$ cat src/rtl/ripple_count_extender.sv
// rtl/ripple_count_extender.sv - samples a ripple counter into clk and extends it with a wrap count
// Optional skip/direction checker: SKIP_DET_EN
module ripple_count_extender #(
    parameter int SYNC_STAGES = 2,
    parameter int HI_W        = 4
) (
    input  logic              clk,
    input  logic              res_n,
    input  logic [3:0]        cnt_in,
    input  logic              m,
    input  logic              clr,
    output logic [HI_W+3:0]   pos,
    output logic              cnt_vld,
    output logic              wrap_up,
    output logic              wrap_dn,
    output logic              err
);

    localparam logic [HI_W-1:0] HI_ONE = 1;

    logic [SYNC_STAGES-1:0][3:0] sync_q, sync_d;
    // fill_q marks which pipeline stages hold real samples taken since reset
    logic [SYNC_STAGES:0]        fill_q, fill_d;
    logic [3:0]                  p_q, p_d;
    logic [3:0]                  cnt_q, cnt_d;
    logic [HI_W-1:0]             hi_q, hi_d;
    logic                        primed_q, primed_d;
    logic                        cnt_vld_q, cnt_vld_d;
    logic                        wrap_up_q, wrap_up_d;
    logic                        wrap_dn_q, wrap_dn_d;
    logic [3:0]                  s;
    logic                        accept;

    assign s = sync_q[SYNC_STAGES-1];

    always_comb begin
        sync_d    = {sync_q[SYNC_STAGES-2:0], cnt_in};
        fill_d    = {fill_q[SYNC_STAGES-1:0], 1'b1};
        p_d       = s;
        cnt_d     = cnt_q;
        hi_d      = hi_q;
        primed_d  = primed_q;
        cnt_vld_d = 1'b0;
        wrap_up_d = 1'b0;
        wrap_dn_d = 1'b0;
        accept    = fill_q[SYNC_STAGES] && (s == p_q) && ((s != cnt_q) || !primed_q);
        if (accept) begin
            cnt_d     = s;
            cnt_vld_d = 1'b1;
            primed_d  = 1'b1;
            if (primed_q && m && (cnt_q == 4'd15) && (s == 4'd0)) begin
                hi_d      = hi_q + HI_ONE;
                wrap_up_d = 1'b1;
            end
            if (primed_q && !m && (cnt_q == 4'd0) && (s == 4'd15)) begin
                hi_d      = hi_q - HI_ONE;
                wrap_dn_d = 1'b1;
            end
        end
        if (clr) begin
            hi_d = '0;
        end
    end

    always_ff @(posedge clk) begin
        if (!res_n) begin
            sync_q    <= '0;
            fill_q    <= '0;
            p_q       <= '0;
            cnt_q     <= '0;
            hi_q      <= '0;
            primed_q  <= 1'b0;
            cnt_vld_q <= 1'b0;
            wrap_up_q <= 1'b0;
            wrap_dn_q <= 1'b0;
        end else begin
            sync_q    <= sync_d;
            fill_q    <= fill_d;
            p_q       <= p_d;
            cnt_q     <= cnt_d;
            hi_q      <= hi_d;
            primed_q  <= primed_d;
            cnt_vld_q <= cnt_vld_d;
            wrap_up_q <= wrap_up_d;
            wrap_dn_q <= wrap_dn_d;
        end
    end

`ifdef SKIP_DET_EN
    logic [3:0] delta;
    logic       step_ok;
    logic       err_q, err_d;

    always_comb begin
        delta   = s - cnt_q;
        step_ok = m ? (delta == 4'd1) : (delta == 4'd15);
        err_d   = err_q;
        if (clr) begin
            err_d = 1'b0;
        end
        // a coincident illegal step outranks clr
        if (accept && primed_q && !step_ok) begin
            err_d = 1'b1;
        end
    end

    always_ff @(posedge clk) begin
        if (!res_n) begin
            err_q <= 1'b0;
        end else begin
            err_q <= err_d;
        end
    end

    assign err = err_q;
`else
    assign err = 1'b0;
`endif

    assign pos     = {hi_q, cnt_q};
    assign cnt_vld = cnt_vld_q;
    assign wrap_up = wrap_up_q;
    assign wrap_dn = wrap_dn_q;

endmodule

$ cat config.mk
export PLATFORM = sky130hd
export DESIGN_NAME = ripple_count_extender
export DESIGN_NICKNAME = d
export VERILOG_FILES = /design/src/rtl/ripple_count_extender.sv
export SDC_FILE = /design/constraint.sdc
export NUM_CORES = 1
export LEC_CHECK = 0
export CORE_AREA = 3 3 61 63
export DETAILED_ROUTE_END_ITERATION = 7
export DIE_AREA = 0 0 64 66
export RECOVER_POWER = 50
export SYNTH_ARGS = -nofsm -noshare
export SYNTH_HDL_FRONTEND = slang
export SYNTH_SLANG_ARGS = --single-unit
$ cat constraint.sdc
create_clock -name clk -period 2.7 [get_ports clk]
set_input_delay 0.27 -clock clk [delete_from_list [all_inputs] [get_ports clk]]
set_output_delay 0.27 -clock clk [all_outputs]
set_load 0.1 [all_outputs]
==> key figures, run 1 <==
Clocking
  • Buffers inserted during post-CTS setup optimization: 0
  • Clock tree root buffer cell: sky130_fd_sc_hd__clkbuf_4
  • Clock buffers created by TritonCTS: 3
  • Num Clock Sinks: 27
  • Clock Pin Slew Worst Setup and Hold Paths: 0.15 ns
  • CTS H-Tree Depth: 1
  • Insertion delay to the later sink of the worst-skew pair: 0.33 ns
  • Total of hold buffers inserted after clock tree synthesis: 0
  • Deepest clock path buffer count: 2
  • Number of gates resized after cts: 0
  • CTS tree: built

Power and ir drop
  • Leakage Power: roughly 0.00056 uW
  • Power after layout: between 600 and 700 uW
  • Int Pwr: just under 500 uW
  • Logic gate share of total power: 7.9%
  • Sequential share of power: 63.7%
  • Clock power share: 28.3%
  • Maximum vdd ir drop: 0.2606 mV
  • Sw Share: 24.51%
  • Power density of the placed cells: 492.6 mW/mm2
  • Power spent charging and discharging nets: 160.0 uW

Place
  • Final Wtd Congestion: 0.7719
  • Half-perimeter wire length after detailed placement: about 1300 um
  • Count of buffers from port buffering: 18
  • Placed cell area: 0.001313 mm2

Die
  • I/O pin count: 20
  • Vertical die dimension: between 60 and 70 um
  • Floorplan die width: 64 um
  • Floorplan row count: 21
  • Initial Utilization: 33.68%
  • DIE AREA: 0.004224 mm2
  • Area of the core region: 0.003284 mm2

Layout
  • Final Net Count: ~140
  • Fillers: 343
  • Fraction of layout instances using a drive strength above 1: 14.40%
  • Post-route cell area: between 0.001 and 0.0015 mm2
  • Antenna diodes: 0
  • Area growth syn-to-layout: 19.80%

Critical path
  • Arrival time of data at the critical path endpoint: 2.46 ns
  • Crit path kind: reg2reg
  • Nature of the critical path endpoint: register
  • Required time worst endpoint: 2.94 ns
  • Type of origin of the critical path: register
  • Top fanout value on the critical path: 6

STA
  • Maximum clock frequency: about 0.45 GHz
  • Crit path time final: 2.219 ns
  • Number of max-slew violations in the final report: 0
  • Number of hold violations in the final report: 0
  • Setup TNS after final layout: 0 ns
  • Share of the cycle needed by the critical path after routing: 82.17%
  • Final Setup Violations: 0
  • Headroom to the max-slew limit: 22.52%
  • Setup repair after global routing missed its margin: no
  • Slew at the pin closest to its max-slew limit: approximately 1.2 ns
  • Worst clock skew: 0.001949 ns

Synth
  • Post-synthesis area per instance: roughly 11 um2
  • Post-synthesis cell area: ~0.0011 mm2
  • Warnings from Yosys: 0
  • Synthesized Nets: 116
  • Number of register bits inferred by synthesis: 27
  • Distinct cell type count after synthesis: 28
  • Gate Count Post-Synth: 105
  • Sequential cell area fraction in the yosys report: 48.87%

Job
  • Maximum Capacitance Violations: 0

Global routing
  • Number of antenna violations at the first check in global routing: 0
  • Met1 demand-to-capacity share in global routing: 11.68%
  • Global routing usage summed across all routing layers: 9.729%
  • Pin count of the biggest net entering global routing: 23
  • Global route total overflow: 0
  • Met3 routing resource usage after global routing: 1.190%
  • Via count of the first global-routing pass: 743
  • Gr busiest metal: met2
  • Wire length of the first global-routing pass: 3229 um
  • Met2 global-route usage: 16.65%

Routing
  • DRC violation count after routing: 0
  • Number of DRC markers after the initial detailed-route iteration: 14
  • Vias per cell: 4.363
  • Number of detailed-route iterations in the first pass: 3
  • Total via count in the routed design: between 700 and 800
  • Antenna violation net count after detailed routing: 0
  • Total length of routed wires: 1814 um
  • Per-cell routed wire length: 10.61 um

Run status
  • Outcome: completed

Worst hold path
  • Class of the tightest hold or removal check: reg2reg
cells by family (layout without fill, tap and decap cells):
family / Yosys count / count (layout) / share of synthesized area, %
other: 1 / 1 / 0.3390
muxes: 9 / 9 / 8.145
and+or+nand+nor: 44 / 44 / 26.13
DFF: 27 / 27 / 48.87
AOI/OAI and AO/OA: 4 / 4 / 2.262
xor gates and xnor gates: 9 / 9 / 7.127
adders and majority gates: 3 / 3 / 4.072
buffers and inverters: 8 / 28 / 3.054
worst max-delay path, stage by stage, from the launching register on:
cell and delay, ns:
sky130_fd_sc_hd__dfxtp_1 0.46, sky130_fd_sc_hd__and4bb_2 0.28, sky130_fd_sc_hd__nand4b_1 0.21, sky130_fd_sc_hd__inv_1 0.15, sky130_fd_sc_hd__ha_1 0.24, sky130_fd_sc_hd__a21o_1 0.17
sky130_fd_sc_hd__a21oi_1 0.17, sky130_fd_sc_hd__mux2i_1 0.20, sky130_fd_sc_hd__nand3_1 0.11, sky130_fd_sc_hd__mux2i_1 0.15
power groups by stage:
stage | clock, uW | sequential, uW | combinational [uW]
after floorplan | 0 | 430 | 31.3
final | 185 | 416 | 51.9
after detailed placement | 0 | 425 | 53.8
after global placement | 0 | 424 | 52.9
after CTS | 197 | 416 | 53.9
after global routing | 210 | 418 | 57.1
through the flow:
step / utilization (%) / setup WS, ns / cells / hold slack, ns
final: 40.34 / 0.4814 / 171 / 0.4517
after floorplan: - / 0.02657 / 105 / 0.2977
after CTS: 40.91 / 0.4626 / 171 / 0.4553
after detailed placement: 39.96 / 0.1743 / 167 / 0.4192
after global placement: 39.96 / 0.2648 / 167 / 0.4147
after global routing: 40.34 / 0.3255 / 171 / 0.4703
layout make-up:
class / instances / area (um2) / area share, %
clock inverters: 1 / 8.758 / 0.6610
multi-input cells: 70 / 531.8 / 40.13
inverters: 4 / 15.01 / 1.133
well taps: 46 / 57.56 / 4.344
clock buffers: 3 / 22.52 / 1.700
flip-flops and latches: 27 / 540.5 / 40.79
repair buffers: 20 / 148.9 / 11.24
cell usage after synthesis (all sizes together):
library cell / n / area (um2)
xor2: 6 / 52.55
and2: 14 / 88.84
nor2b: 5 / 31.28
xnor2: 3 / 26.28
a21oi: 1 / 5.000
o21ai: 1 / 5.000
and4bb: 3 / 37.54
dfxtp: 27 / 540.5
a21o: 1 / 7.510
nor3: 1 / 5.000
inv: 4 / 15.01
mux2i: 9 / 90.09
nand2: 8 / 30.03
ha: 2 / 25.02
nand3: 5 / 30.03
nand2b: 2 / 12.51
clkbuf: 3 / 11.26
nor2: 2 / 7.510
o21a: 1 / 7.510
nor4bb: 1 / 10.01
conb: 1 / 3.750
fa: 1 / 20.02
nor4: 1 / 21.27
buf: 1 / 7.510
nand4b: 1 / 8.760
nand4: 1 / 6.260
layer usage:
metal / up-vias / wire, um
li1: 383 / -
met1: 347 / 865
met2: 12 / 851
met3: 4 / 54
met4: 0 / 42
met5: - / 0
flip-flops by register name, summed over array words and instances, names as in the netlist:
name	flops
wrap_dn	1
fill_q	3
cnt_q	4
hi_q	4
primed_q	1
cnt_vld	1
sync_d	4
p_d	4
p_q	4
wrap_up	1
cell usage in the layout, fill, tap and decap left out, drive strengths merged, types with 2 or more instances in the layout:
cell,instances
inv,5
ha,2
buf,8
xnor2,3
nand3,5
nor2b,5
clkbuf,8
mux2i,9
xor2,6
dfxtp,27
nand2b,2
clkdlybuf4s50,6
nor2,2
and2,14
nand2,8
and4bb,3
worst paths after layout:
| path | start | to | slack [ns] | depth (start not counted) |
|---|---|---|---|---|
| worst max-delay path | p_d[0]$_SDFF_PN0_ | hi_q[3]$_SDFFE_PP0P_ | 0.48 | 9 |
| worst min-delay path | fill_q[1]$_SDFF_PN0_ | fill_q[2]$_SDFF_PN0_ | 0.45 | 1 |
| worst max register to register | p_d[0]$_SDFF_PN0_ | hi_q[3]$_SDFFE_PP0P_ | 0.48 | 9 |
| worst min register to register | fill_q[1]$_SDFF_PN0_ | fill_q[2]$_SDFF_PN0_ | 0.45 | 1 |
Note: power is estimated with default switching activity, not from simulation.
==> run 2, diff against run 1 <==
- clock period: 2.7 -> 2.2 ns (I/O delays scaled with it)
==> run 2 against run 1 <==
Cell area is 5.3% higher. Total power is 19% higher. Highest routed layer unchanged. Largest cell class unchanged. Non-clock buffer count is 7 higher. Sequential share of layout area is 1.1 points lower. Largest power group unchanged. Clock power is 10% higher.
==> key figures, run 2 (synthesis gave the netlist of run 1 again) <==
Routing
  • Vias per cell: 4.303 (-1.4%)
  • Number of detailed-route iterations in the first pass: 4 (+1)
  • Per-cell routed wire length: 11.14 um (+5.0%)
  • Number of DRC markers after the initial detailed-route iteration: 26 (+12)
  • Antenna violation net count after detailed routing: 0 (unchanged)
  • Total length of routed wires: 1983 um (+9.3%)
  • DRC violation count after routing: 0 (unchanged)
  • Total via count in the routed design: 766 (+2.7%)

Clocking
  • CTS H-Tree Depth: 1 (unchanged)
  • Total of hold buffers inserted after clock tree synthesis: 0 (unchanged)
  • CTS tree: built
  • Clock Pin Slew Worst Setup and Hold Paths: 0.14 ns (about the same)
  • Clock tree root buffer cell: sky130_fd_sc_hd__clkbuf_4
  • Insertion delay to the later sink of the worst-skew pair: 0.31 ns (-0.02 ns)
  • Clock buffers created by TritonCTS: 3 (unchanged)
  • Num Clock Sinks: 27 (unchanged)
  • Deepest clock path buffer count: 2 (unchanged)

Place
  • Half-perimeter wire length after detailed placement: 1525 um (+13%)
  • Final Wtd Congestion: 0.7803 (+1.1%)
  • Count of buffers from port buffering: 18 (unchanged)
  • Cells after DPL: 173 (+3.6%)

Layout
  • Fraction of layout instances using a drive strength above 1: 24.24% (+9.8 points)
  • Area growth syn-to-layout: 26.13%
  • Final Net Count: 144 (+5.1%)
  • Most used cells in the layout excluding fill and tap cells: sky130_fd_sc_hd__dfxtp_1 (22), sky130_fd_sc_hd__buf_4 (16), sky130_fd_sc_hd__mux2i_1 (9)
  • Most frequent standard cell in the layout excluding fill and tap cells: sky130_fd_sc_hd__dfxtp_1
  • Post-route insts no fill: 178 (+4.1%)
  • Fillers: 328 (-4.4%)
  • Antenna diodes: 0 (unchanged)

Critical path
  • Register-to-register setup slack: 0.14 ns (-0.34 ns)
  • Type of origin of the critical path: register
  • Dominant cell type by count on the critical path: sky130_fd_sc_hd__mux2i_1
  • Capturing point of the worst reg2reg path: hi_q[3]$_SDFFE_PP0P_
  • Required time worst endpoint: 2.42 ns (-0.52 ns)
  • Nature of the critical path endpoint: register
  • Crit path kind: reg2reg
  • Critical path's slowest cell: sky130_fd_sc_hd__dfxtp_4
  • Worst Reg-to-Reg Cells: 9 (unchanged)
  • Top fanout value on the critical path: 5 (-1)
  • Slowest Stage Delay on Critical Path: 0.39 ns (-0.07 ns)
  • Arrival time of data at the critical path endpoint: 2.28 ns (-0.18 ns)
  • Cell-by-cell listing of the critical path: and4bb_2 -> nand4b_1 -> inv_1 -> ha_1 -> a21o_1 -> a21oi_2 -> mux2i_1 -> nand3_1 -> mux2i_1
  • Reg2Reg Launch Point: cnt_q[0]$_SDFFE_PN0P_

Global routing
  • Number of antenna violations at the first check in global routing: 0 (unchanged)
  • Via count of the first global-routing pass: 757 (+1.9%)
  • Global routing usage summed across all routing layers: 10.24% (+0.51 points)
  • Wire length of the first global-routing pass: 3429 um (+6.2%)
  • Global route total overflow: 0 (unchanged)
  • Pin count of the biggest net entering global routing: 22 (-4.3%)

Power and ir drop
  • Power density of the placed cells: 557.8 mW/mm2 (+13%)
  • Power after layout: 778.2 uW (+19%)
  • Maximum vdd ir drop: 0.1893 mV (-27%)
  • Leakage Power: 0.0006065 uW (+7.8%)

Worst hold path
  • Sink of the worst hold path: fill_q[1]$_SDFF_PN0_
  • Cell depth of the worst min-delay path: 1 (unchanged)
  • Start point of the worst min-delay path: fill_q[0]$_DFF_P_
  • Class of the tightest hold or removal check: reg2reg

STA
  • Number of max-slew violations in the final report: 0 (unchanged)
  • Number of hold violations in the final report: 0 (unchanged)
  • Slew at the pin closest to its max-slew limit: 1.168 ns (+0.0004609 ns)
  • Worst clock skew: 0.005186 ns (+0.003236 ns)
  • Crit path time final: 2.057 ns (-0.1615 ns)
  • Share of the cycle needed by the critical path after routing: 93.51% (+11 points)
  • Final Setup Violations: 0 (unchanged)
  • Setup repair after global routing missed its margin: no
  • Headroom to the max-slew limit: 22.49% (-0.031 points)
  • Maximum clock frequency: 0.4861 GHz (+7.9%)
  • Worst hold slack: 0.4487 ns (-0.003036 ns)

Die
  • Initial Utilization: 33.68% (unchanged)
  • DIE AREA: 0.004224 mm2 (unchanged)
  • Floorplan row count: 21 (unchanged)
  • Vertical die dimension: 66 um (unchanged)
  • I/O pin count: 20 (unchanged)
  • Floorplan die width: 64 um (unchanged)
  • Area of the core region: 0.003284 mm2 (unchanged)

Job
  • Maximum Capacitance Violations: 0 (unchanged)

Run status
  • Outcome: completed
[run 2: stage by stage]
| stage | cell area, um2 | util [%] | setup WS, ns | TNS [ns] |
|---|---|---|---|---|
| floorplan | 1120 | - | 0.01263 | 0 |
| global placement | 1371 | 41.75 | -0.05774 | -0.05774 |
| detailed placement | 1371 | 41.75 | -0.1262 | -0.1262 |
| CTS | 1399 | 42.59 | 0.1127 | 0 |
| global route | 1395 | 42.48 | 0.002822 | 0 |
| finish | 1395 | 42.48 | 0.1429 | 0 |
[run 2: timing repair]
item                                    4_1_cts  5_1_grt
endpoints found under the setup margin        0        1
buffers inserted                              0        1
resized for setup                             0        1
[run 2: critical path, delay by kind of cell (launching register included)]
kind,cells,cell delay (ns)
buffers and inverters,1,0.11
adder cells (fa/ha/maj),1,0.23
flip-flops,1,0.39
multiplexers,2,0.34
AO/OA/AOI/OAI,2,0.33
AND/OR/NAND/NOR,3,0.55
[run 2: how the worst max path moves through the flow]
stage / from / end / slack [ns] / cells past startpoint
detailed placement: m / hi_q[3]$_SDFFE_PP0P_ / -0.13 / 10
global placement: m / hi_q[3]$_SDFFE_PP0P_ / -0.06 / 10
global route: cnt_q[0]$_SDFFE_PN0P_ / hi_q[3]$_SDFFE_PP0P_ / 0.003 / 9
floorplan: cnt_q[2]$_SDFFE_PN0P_ / hi_q[3]$_SDFFE_PP0P_ / 0.01 / 9
CTS: cnt_q[2]$_SDFFE_PN0P_ / hi_q[3]$_SDFFE_PP0P_ / 0.11 / 9
finish: cnt_q[0]$_SDFFE_PN0P_ / hi_q[3]$_SDFFE_PP0P_ / 0.14 / 9
[run 2: layout make-up]
cell class	instances	area, um2	share of cell area [%]
clock buffers	3	22.52	1.614
clock inverters	1	5.005	0.3587
inverters	4	15.01	1.076
multi-input cells	70	535.5	38.39
flip-flops and latches	27	554.3	39.73
well taps	46	57.56	4.126
repair buffers	27	205.2	14.71
[run 2: per-layer routing]
metal / up-vias / wire length, um / GRT usage (%)
li1: 401 / - / -
met5: - / 0 / 0
met2: 14 / 964 / 18.06
met3: 2 / 67 / 1.701
met1: 349 / 921 / 12.30
met4: 0 / 30 / 4.043
[run 2: where the power goes]
part	total, uW	internal (uW)	switching, uW
Clock	204	67.8	136
Sequential	505	499	5.95
Combinational	69.6	31.0	38.6
Total	778	598	181
